### src/rtl/shared_delay_arbiter_pkg.sv
// Shared definitions for the shared delay arbiter: FSM state encoding,
// parameter limits and the index-width helper used for cur_idx.
package shared_delay_arbiter_pkg;

  // Supported configuration range for requester count and counter width.
  localparam int N_MIN = 2;
  localparam int N_MAX = 8;
  localparam int W_MIN = 1;
  localparam int W_MAX = 32;

  // Transfer phases: arbitrate, load the counter, count strobes, signal completion.
  typedef enum logic [1:0] {
    S_IDLE = 2'd0,
    S_LOAD = 2'd1,
    S_RUN  = 2'd2,
    S_DONE = 2'd3
  } state_e;

  // Number of bits needed to index n requesters (ceil(log2(n))).
  function automatic int log2_ceil(input int n);
    int r;
    r = 0;
    while ((1 << r) < n) begin
      r++;
    end
    return r;
  endfunction

endpackage

### src/rtl/shared_delay_arbiter_rr_pick.sv
// Combinational round-robin picker: searches ptr+1, ptr+2, ... (mod N) and
// returns the first requester found, so the previous winner ranks last.
module rr_pick
  import shared_delay_arbiter_pkg::*;
#(
  parameter int N  = 4,
  parameter int IW = 2
) (
  input  logic [N-1:0]  req_i,
  input  logic [IW-1:0] ptr_i,
  output logic [IW-1:0] winner_o,
  output logic          valid_o
);

  // Walk the search order from farthest to nearest so the nearest hit wins.
  always_comb begin
    int            cand;
    logic [IW-1:0] cand_idx;
    winner_o = '0;
    valid_o  = |req_i;
    cand     = 0;
    cand_idx = '0;
    for (int k = N; k >= 1; k--) begin
      cand = int'(ptr_i) + k;
      if (cand >= N) begin
        cand = cand - N;
      end
      cand_idx = IW'(cand);
      if (req_i[cand_idx]) begin
        winner_o = cand_idx;
      end
    end
  end

endmodule

### src/rtl/shared_delay_arbiter.sv
// Shared delay arbiter: N requesters share one programmable down-counter.
// A round-robin winner is loaded with its delay, the counter decrements on
// cnt_en strobes and the owner receives a one-cycle done pulse.
// Optional feature macro: SHARED_DELAY_ARBITER_ABORT_EN -- when defined, an
// owner dropping its request during LOAD/RUN cancels the transfer (no done).
module shared_delay_arbiter
  import shared_delay_arbiter_pkg::*;
#(
  parameter  int N  = 4,
  parameter  int W  = 16,
  localparam int IW = log2_ceil(N)
) (
  input  logic            CLK50MHZ,
  input  logic            rst,
  input  logic            cnt_en,
  input  logic [N-1:0]    req,
  input  logic [N*W-1:0]  delay,
  output logic [N-1:0]    grant,
  output logic [N-1:0]    done,
  output logic            busy,
  output logic [IW-1:0]   cur_idx
);

  // Reject unsupported configurations at elaboration.
  if (N < N_MIN || N > N_MAX) begin : g_bad_n
    $error("shared_delay_arbiter: N out of range");
  end
  if (W < W_MIN || W > W_MAX) begin : g_bad_w
    $error("shared_delay_arbiter: W out of range");
  end

  state_e        state_q, state_d;
  logic [W-1:0]  cnt_q, cnt_d;
  logic [IW-1:0] cur_idx_q, cur_idx_d;
  logic [IW-1:0] ptr_q, ptr_d;
  logic [N-1:0]  grant_q, grant_d;
  logic [N-1:0]  done_q, done_d;

  logic [W-1:0]  delay_slot [N];
  logic [N-1:0]  owner_onehot;
  logic [W-1:0]  owner_delay;
  logic [IW-1:0] pick_idx;
  logic          pick_valid;
  logic          owner_drop;

  // Unpack the delay bus and decode the owner index into a one-hot vector.
  genvar gi;
  generate
    for (gi = 0; gi < N; gi++) begin : g_slot
      assign delay_slot[gi]   = delay[gi*W +: W];
      assign owner_onehot[gi] = (cur_idx_q == IW'(gi));
    end
  endgenerate

  // Select the owner's delay through the one-hot decode (safe for non power-of-2 N).
  always_comb begin
    owner_delay = '0;
    for (int i = 0; i < N; i++) begin
      if (owner_onehot[i]) begin
        owner_delay = owner_delay | delay_slot[i];
      end
    end
  end

`ifdef SHARED_DELAY_ARBITER_ABORT_EN
  // Owner withdrawing its request cancels the transfer in progress.
  assign owner_drop = ~|(req & owner_onehot);
`else
  // Once granted the timer always runs to completion.
  assign owner_drop = 1'b0;
`endif

  rr_pick #(
    .N  (N),
    .IW (IW)
  ) u_pick (
    .req_i    (req),
    .ptr_i    (ptr_q),
    .winner_o (pick_idx),
    .valid_o  (pick_valid)
  );

  // Next-state, counter and output decisions for the transfer FSM.
  always_comb begin
    state_d   = state_q;
    cnt_d     = cnt_q;
    cur_idx_d = cur_idx_q;
    ptr_d     = ptr_q;
    grant_d   = grant_q;
    done_d    = '0;
    case (state_q)
      S_IDLE: begin
        grant_d = '0;
        if (pick_valid) begin
          cur_idx_d = pick_idx;
          ptr_d     = pick_idx;
          state_d   = S_LOAD;
        end
      end
      S_LOAD: begin
        if (owner_drop) begin
          state_d = S_IDLE;
          cnt_d   = '0;
          grant_d = '0;
        end else begin
          // Delay is captured only here; later changes on the bus are ignored.
          cnt_d   = owner_delay;
          grant_d = owner_onehot;
          if (owner_delay == '0) begin
            state_d = S_DONE;
            done_d  = owner_onehot;
          end else begin
            state_d = S_RUN;
          end
        end
      end
      S_RUN: begin
        if (owner_drop) begin
          state_d = S_IDLE;
          cnt_d   = '0;
          grant_d = '0;
        end else if (cnt_en && (cnt_q != '0)) begin
          cnt_d = cnt_q - W'(1);
          if (cnt_q == W'(1)) begin
            state_d = S_DONE;
            done_d  = owner_onehot;
          end
        end
      end
      S_DONE: begin
        state_d = S_IDLE;
        grant_d = '0;
      end
      default: begin
        state_d = S_IDLE;
        grant_d = '0;
      end
    endcase
  end

  // State, counter and registered outputs; reset discards any transfer.
  always_ff @(posedge CLK50MHZ) begin
    if (rst) begin
      state_q   <= S_IDLE;
      cnt_q     <= '0;
      cur_idx_q <= '0;
      ptr_q     <= IW'(N - 1);
      grant_q   <= '0;
      done_q    <= '0;
    end else begin
      state_q   <= state_d;
      cnt_q     <= cnt_d;
      cur_idx_q <= cur_idx_d;
      ptr_q     <= ptr_d;
      grant_q   <= grant_d;
      done_q    <= done_d;
    end
  end

  assign grant   = grant_q;
  assign done    = done_q;
  assign busy    = (state_q != S_IDLE);
  assign cur_idx = cur_idx_q;

endmodule
### config.mk
export PLATFORM = sky130hd
export DESIGN_NAME = shared_delay_arbiter
export DESIGN_NICKNAME = d
export VERILOG_FILES = /design/src/rtl/shared_delay_arbiter_pkg.sv /design/src/rtl/shared_delay_arbiter_rr_pick.sv /design/src/rtl/shared_delay_arbiter.sv
export SDC_FILE = /design/constraint.sdc
export NUM_CORES = 1
export LEC_CHECK = 0
export CAP_MARGIN = 20
export CORE_AREA = 4 4 73 75
export DETAILED_ROUTE_END_ITERATION = 16
export DIE_AREA = 0 0 77 79
export GPL_TIMING_DRIVEN = 0
export HOLD_SLACK_MARGIN = 0.06
export PLACE_DENSITY = 0.84
export SKIP_CTS_REPAIR_TIMING = 1
export SYNTH_ARGS = -nofsm -noshare
export SYNTH_HDL_FRONTEND = slang
export SYNTH_SLANG_ARGS = --single-unit
### constraint.sdc
create_clock -name CLK50MHZ -period 6.2 [get_ports CLK50MHZ]
set_clock_uncertainty 0.15 [all_clocks]
set_input_delay 0.93 -clock CLK50MHZ [delete_from_list [all_inputs] [get_ports CLK50MHZ]]
set_output_delay 0.93 -clock CLK50MHZ [all_outputs]
set_load 0.02 [all_outputs]
==> results, run 1 <==
- The run finished with clean final reports.
- The first global-routing pass estimated 11.74 mm of wire.
- In the final layout, the multi-input gates occupy between 1000 and 1500 um^2.
- The total inserted antenna cells is 0.
- Before CTS, the worst setup slack after placement is approximately 3.1 ns.
- The largest net degree at the start of global routing is 12.
- The CTS tree is done.
- The die covers 6083 um^2.
- The cell repeated most along the worst path is nor4_1.
- For the worst setup path, the data arrival time is 2.93 ns.
- The number of H-tree levels is 2.
- The worst setup path endpoint is done[2]$_SDFF_PP0_.
- At the pin with the least slew margin, the transition time is roughly 0.72 ns.
- Across the VDD grid, the largest voltage drop is 0.2148 mV.
- The Yosys warning count is 0.
- The cell count after synthesis is 256.
- The mean number of vias per cell is between 6 and 7.
- The area inside the core boundary is around 4700 um^2.
- The worst min-delay path category is flip-flop to flip-flop.
- Traced cell by cell, the critical path runs through clkbuf_1, buf_2, mux4_2, nor4_1, and4_1, a21oi_1, nor4_1.
- For the worst flop-to-flop path, the logic depth is 7.
- The count of flip-flops with a built-in enable after synthesis is 0.
- The die is 77 um wide.
- The aggregate global routing overflow is 0.
- The netlist uses 50 different library cells.
- The starting utilization of the core area is 47.09%.
- The critical path startpoint is cur_idx[0]$_SDFFE_PP0P_.
- The maximum clock frequency is roughly 0.35 GHz.
- The largest fanout on the critical path is 10.
- In this run the tool buffered the top-level ports with between 70 and 80 buffer cells.
- The part of the cycle the worst path needs is about 46%.
- The filler cell count in the final layout is 350.
- The all-layer global routing usage is 24.78%.
- The clock network latency to the later pin of the worst-skew pair is ~0.29 ns.
- The number of global-route vias before repair is approximately 2500.
- The buffer and inverter count on the worst path is 2.
- The reported max-cap violation count is 0.
- The cell with the biggest individual delay on the critical path is mux4_2.
- Setup repair after global routing left no endpoint under its margin.
- The data required time of the critical path is around 6.3 ns.
- The number of register bits inferred by synthesis is 30.
- After clock tree synthesis, the clock-pin slew on the worst setup and hold paths is about 0.070 ns.
- The synthesis-to-layout area growth is 44.30%.
- The worst hold-check slack is ~0.32 ns.
- The total count of hold-check failures in the final report came to 0.
- In this run the clock root is driven by a clkbuf_8.
- The leading register cell type out of synthesis is dfxtp_1.
- The destination of the worst register-to-register timing path is done[2]$_SDFF_PP0_.
- The final estimated routing congestion in global placement is approximately 0.95.
- The startpoint type of the worst setup path is a flip-flop.
- Summing internal, switching and leakage power gives 1.459 mW.
- The area taken by flip-flops and latches is 600.6 um^2.
- In the layout the commonest cells are clkdlybuf4s50_1 (79), dfxtp_1 (30), a21oi_1 (25), nand2_1 (24), nor2_1 (23).
- The detailed-route wire length per cell is 18.70 um.
- Cells fill 67.95% of the core in the end.
- The number of antenna violations at the first check in global routing is 0.
- STA classifies the critical path endpoint as a flip-flop.
- The share of synthesized registers carrying an async set or reset is 0%.
- The height of the die is 79 um.
- In this design, the largest share of critical-path delay is due to simple AND/OR/NAND/NOR gates.
- The site row count is 25.
- The final routed DRC violation total is 0.
- The first routing iteration left between 200 and 300 violations.
- The count of nets after finishing is 418.
- When the netlist entered floorplanning its net count stood at 332.
- The final sum of negative setup slack is 0 ns.
- The first TritonRoute pass finished after 6 iterations.
- The average instance in the mapped netlist occupies 8.573 um^2.
- In this run the power density over the cells is approximately 460 nW/um^2.
- The synthesized netlist occupies a cell area of around 2200 um^2.
- The number of clock buffers added by TritonCTS is 5.
- The critical path runs through a total of 7 cells.
- The reg2reg setup slack is 3.32 ns.
- In this run the deepest clock path goes through 2 buffers.
- The total count of max-transition violations in the final report is 0.
- For this design the top-level I/O count stands at approximately 80.
- The classification of the worst setup path is flip-flop to flip-flop.
- The share of post-route cells with drive strength above 1 is a little over a tenth.
- The final wirelength is approximately 7.4 mm.
- The clock period minus final worst setup slack is approximately 2.9 ns.
- The HPWL after detailed placement is 5.853 mm.
- The register area share after synthesis is between 20% and 30%.
- The leakage power is between 1 and 1.5 nW.
- The largest single stage delay on the critical path is roughly 0.57 ns.
- The tree built by TritonCTS fans out to 30 sinks.
- The overall via count from detail_route is about 2500.
- The leading cell type in the layout, fill and taps excluded is clkdlybuf4s50_1.
- In this run the tightest slew margin relative to its limit is between 50% and 60%.
- The final antenna-violating net count is 0.
- The setup-violating endpoint count in the final report is 0.
- The launch point of the worst reg-to-reg path is cur_idx[0]$_SDFFE_PP0P_.
- The post-layout worst setup margin is about 3.3 ns.
[registers in the layout, indices dropped and copies added (netlist names)]
signal	flops
grant	4
cur_idx	2
cnt_q	16
done	4
state_q	2
ptr_q	2
[kinds of logic after synthesis]
logic type | count (synthesis) | synth area share, %
adder cells (fa/ha/maj) | 5 | 2.851
buffers and inverters | 25 | 4.732
AO/OA/AOI/OAI | 66 | 18.99
flip-flops | 30 | 27.37
multiplexers | 24 | 20.18
AND/OR/NAND/NOR | 106 | 25.88
[cell usage after synthesis, types with 2 or more instances]
library cell / n / area [um^2]
a31oi_1: 3 / 18.77
mux2_2: 2 / 22.52
ha_1: 5 / 62.56
inv_1: 7 / 26.28
o22ai_1: 2 / 12.51
o21a_1: 2 / 15.01
nor3_1: 7 / 35.03
a211oi_1: 2 / 15.01
and2_1: 2 / 12.51
a21oi_1: 25 / 125.1
or3_1: 2 / 12.51
clkbuf_1: 14 / 52.55
nor2b_1: 7 / 43.79
nand4b_1: 2 / 17.52
a21o_1: 3 / 22.52
o221ai_1: 3 / 26.28
nor4_1: 10 / 62.56
nand2b_1: 4 / 25.02
buf_2: 2 / 10.01
mux4_2: 16 / 360.4
nor2_1: 23 / 86.33
nor3b_1: 3 / 22.52
and3_1: 2 / 12.51
nand2_1: 24 / 90.09
nand3_1: 5 / 25.02
or4_1: 3 / 22.52
o2111ai_1: 2 / 17.52
mux2i_1: 6 / 60.06
dfxtp_1: 30 / 600.6
o211ai_1: 2 / 15.01
o21ai_0: 15 / 75.07
nand3b_1: 3 / 22.52
[where the power goes]
| part | internal [mW] | total, mW | switching [mW] |
|---|---|---|---|
| Combinational | 0.405 | 0.910 | 0.505 |
| Sequential | 0.263 | 0.345 | 0.0822 |
| Clock | 0.119 | 0.204 | 0.0848 |
[metal layers]
metal | global-route usage [%] | up-vias | routed length [um]
met4 | 13.35 | 0 | 331
met2 | 43.90 | 183 | 3618
met1 | 27.03 | 1116 | 2656
met3 | 6.689 | 34 | 818
li1 | - | 1143 | -
met5 | 0 | - | 0
[how the worst min path moves through the flow]
stage | start | end | slack [ns] | cells after the start
after CTS | grant[2]$_SDFFE_PP0N_ | grant[2]$_SDFFE_PP0N_ | 0.32 | 2
after global placement | grant[2]$_SDFFE_PP0N_ | grant[2]$_SDFFE_PP0N_ | 0.32 | 2
after global routing | grant[2]$_SDFFE_PP0N_ | grant[2]$_SDFFE_PP0N_ | 0.36 | 2
after detailed placement | grant[2]$_SDFFE_PP0N_ | grant[2]$_SDFFE_PP0N_ | 0.31 | 2
after floorplan | cnt_q[1]$_SDFFE_PP0P_ | cnt_q[1]$_SDFFE_PP0P_ | 0.31 | 2
final | grant[2]$_SDFFE_PP0N_ | grant[2]$_SDFFE_PP0N_ | 0.32 | 2
[final cells by class]
type / instances / share of cell area, %
Tap cell: 54 / 2.134
Clock inverter: 3 / 1.422
Timing Repair Buffer: 79 / 24.97
Clock buffer: 5 / 2.173
Inverter: 7 / 0.8297
Buffer: 18 / 2.450
Sequential cell: 30 / 18.96
Multi-Input combinational cell: 201 / 47.06
[stage by stage]
step / area, um^2 / std cells
global route: 3167 / 397
detailed placement: 3053 / 389
global placement: 3053 / 389
floorplan: 2195 / 256
finish: 3167 / 397
CTS: 3167 / 397
[worst reg2reg max path, cell delays in order, from the launching register on]
cell and delay [ns]:
dfxtp_1 0.37, clkbuf_1 0.30, buf_2 0.39, mux4_2 0.57, nor4_1 0.34, and4_1 0.30, a21oi_1 0.16, nor4_1 0.21
Power figures use the tool's default switching activity.
==> inputs of run 2 (changes only) <==
Settings changed: CORE_AREA 4 4 73 75 to 4 4 80 82, DIE_AREA 0 0 77 79 to 0 0 84 86, PLACE_DENSITY 0.84 to 0.74.
Clock period 6.2 ns to 2.45 ns, I/O delays scaled along.
==> run 2 against run 1 <==
The flow now finishes with violations (negative setup slack). Worst setup slack got worse by 3.3 ns. Sequential share of layout area fell by 0.69 points. Non-clock buffer count rose by 5. Largest power group unchanged.
==> results, run 2 (synthesized netlist as in run 1, its figures left out) <==
- The run finished, with violations left.
- The checks that failed: negative setup slack.
- The worst setup path is captured at a flip-flop.
- The sum of net half-perimeters after detailed placement is 5.481 mm.
- For this block, the routed nets add up to 7.188 mm of wire.
- Data arrives at the worst endpoint at about 2.5 ns.
- Across the VDD grid, the largest voltage drop is 0.5495 mV.
- The register with the highest flop count is cnt_q.
- At the end of the flow, the number of nets in the layout was approximately 420.
- The total inserted antenna cells is 0.
- At the pin with the least slew margin, the transition time is about 0.62 ns.
- The total of buffers placed on input and output ports is 79.
- The routed layout has between 2000 and 2500 vias.
- In this run the horizontal extent of the chip is about 84 um.
- The worst min-delay path category is flip-flop to flip-flop.
- Power comes to 4.001 mW.
- The data required time of the critical path is ~2.5 ns.
- In this run the power spent charging and discharging nets is ~1.8 mW.
- The clock network latency to the later pin of the worst-skew pair is approximately 0.28 ns.
- Measured along the y axis, the die boundary spans 86 um.
- The cell area reported after detailed placement is ~3100 um^2.
- The number of antenna violations at the first check in global routing is 0.
- For this configuration, the core starts out at a cell density of a little under two fifths.
- The mean number of vias per cell is just under 6.
- Cell internal power was estimated by the tool at about 2.2 mW.
- TritonCTS built the clock tree.
- The full die area is 7224 um^2.
- In the layout the commonest cells are clkdlybuf4s50_1 (79), dfxtp_1 (26), nand2_1 (24), nor2_1 (23), a21oi_1 (22).
- The leading cell type in the layout, fill and taps excluded is clkdlybuf4s50_1.
- Before antenna repair, the detailed router went through 5 iterations.
- Summed over all failing endpoints, the final setup total negative slack is -0.01617 ns.
- After clock tree synthesis, the clock-pin slew on the worst setup and hold paths is roughly 0.07 ns.
- After layout, the worst path uses 100.7% of the clock period.
- The classification of the worst setup path is flip-flop to flip-flop.
- Pin placement for this block handled 82 I/O pins.
- In this run, flip-flops and latches consume roughly 22% of the power.
- Of the total power, combinational logic draws between 60% and 70%.
- The total count of max-transition violations in the final report is 0.
- The clock sink count is 30.
- The maximum number of buffers from clock root to sink is 2.
- The synthesis-to-layout area growth is 52.91%.
- Global routing finished with a remaining overflow of 0.
- Entering global routing, the biggest net connects 11 pins.
- The clock period minus final worst setup slack is 2.466 ns.
- CTS built an H-tree with a depth of 2.
- After detailed routing, the number of remaining DRC violations is 0.
- The setup-violating endpoint count in the final report is 1.
- After detailed routing, the average wire length per cell comes to ~17 um.
- The violation count after the first detailed-routing iteration is 209.
- In this run the remaining antenna-violating nets after routing total 0.
- Timing would allow up to between 0.4 and 0.5 GHz.
- Of all nets on the critical path, the largest fanout is 9.
- The floorplan has 28 rows.
- Counting the buffers created by CTS gives 5.
- The share of post-route cells with drive strength above 1 is between 10% and 20%.
- The post-layout worst setup margin is -0.01617 ns.
- The number of global-route vias before repair is ~2400.
- The core region is roughly 5700 um^2.
- The clock network power share is 12.0%.
- Max-cap violations in this run came to 0.
- The switching power share of the total is between 40 and 50%.
- The wire length of the first global-routing pass is 11.24 mm.
- The all-layer global routing usage is 19.27%.
- STA classifies the critical path startpoint as a flip-flop.
- CTS placed an instance of clkbuf_8 at the clock tree root.
- Setup repair after global routing could not meet its margin everywhere.
- The leakage power is around 1.2 nW.
- The power density over cell area is 1192 nW/um^2.
- At the end of routability-driven placement, the weighted congestion stood at 0.9205.
- The post-route cell area is about 3400 um^2.
- The number of flip-flops in the largest register is 16.
- In this run the tightest slew margin relative to its limit is approximately 59%.
- The total count of hold-check failures in the final report came to 0.
==> run 2: layout make-up <==
class	count	area, um^2
multi-input cells	202	1564
flip-flops and latches	30	613.1
repair buffers	85	853.3
well taps	75	93.84
plain buffers	17	95.09
clock buffers	8	110.1
fillers	537	2390
inverters	7	26.28
==> run 2: final timing paths <==
check | slack [ns] | cells past startpoint | endpoint | startpoint
worst max register to register | -0.02 | 6 | cnt_q[8]$_SDFFE_PP0P_ | cnt_q[2]$_SDFFE_PP0P_
worst min-delay path | 0.33 | 2 | grant[2]$_SDFFE_PP0N_ | grant[2]$_SDFFE_PP0N_
worst max-delay path | -0.02 | 6 | cnt_q[8]$_SDFFE_PP0P_ | cnt_q[2]$_SDFFE_PP0P_
worst min register to register | 0.33 | 2 | grant[2]$_SDFFE_PP0N_ | grant[2]$_SDFFE_PP0N_
==> run 2: worst max-delay path: stages, from the launching register on <==
cell and delay, ns:
dfxtp_4 0.36, or4_1 0.54, or4b_4 0.59, buf_8 0.16, o21a_2 0.28, a22oi_1 0.20
nor2_1 0.06
==> run 2: metrics by stage <==
step / instances / hold slack [ns] / setup WS [ns] / utilization [%]
after detailed placement: 410 / 0.3095 / -0.4415 / 53.64
after global routing: 424 / 0.3487 / -0.04748 / 58.41
after global placement: 410 / 0.3023 / -0.4488 / 53.64
final: 424 / 0.3291 / -0.01617 / 58.41
after floorplan: 256 / 0.3090 / 0.006997 / -
after CTS: 418 / 0.3242 / -0.4588 / 55.55
==> run 2: power by group through the flow <==
stage | Clock, mW | Combinational [mW] | Sequential (mW)
2_1_floorplan | 0 | 1.64 | 0.840
3_3_place_gp | 0 | 2.21 | 0.855
3_5_place_dp | 0 | 2.22 | 0.862
4_1_cts | 0.482 | 2.24 | 0.852
5_1_grt | 0.509 | 2.84 | 0.924
6_report | 0.479 | 2.63 | 0.896
==> run 2: layer usage <==
layer  vias up  global-route usage (%)  wire length, um
met2       119                   33.69             3605
met5         -                       0                0
met4         0                   7.602              143
met1      1172                   22.79             2871
met3        16                   4.707              567
li1       1153                       -                -
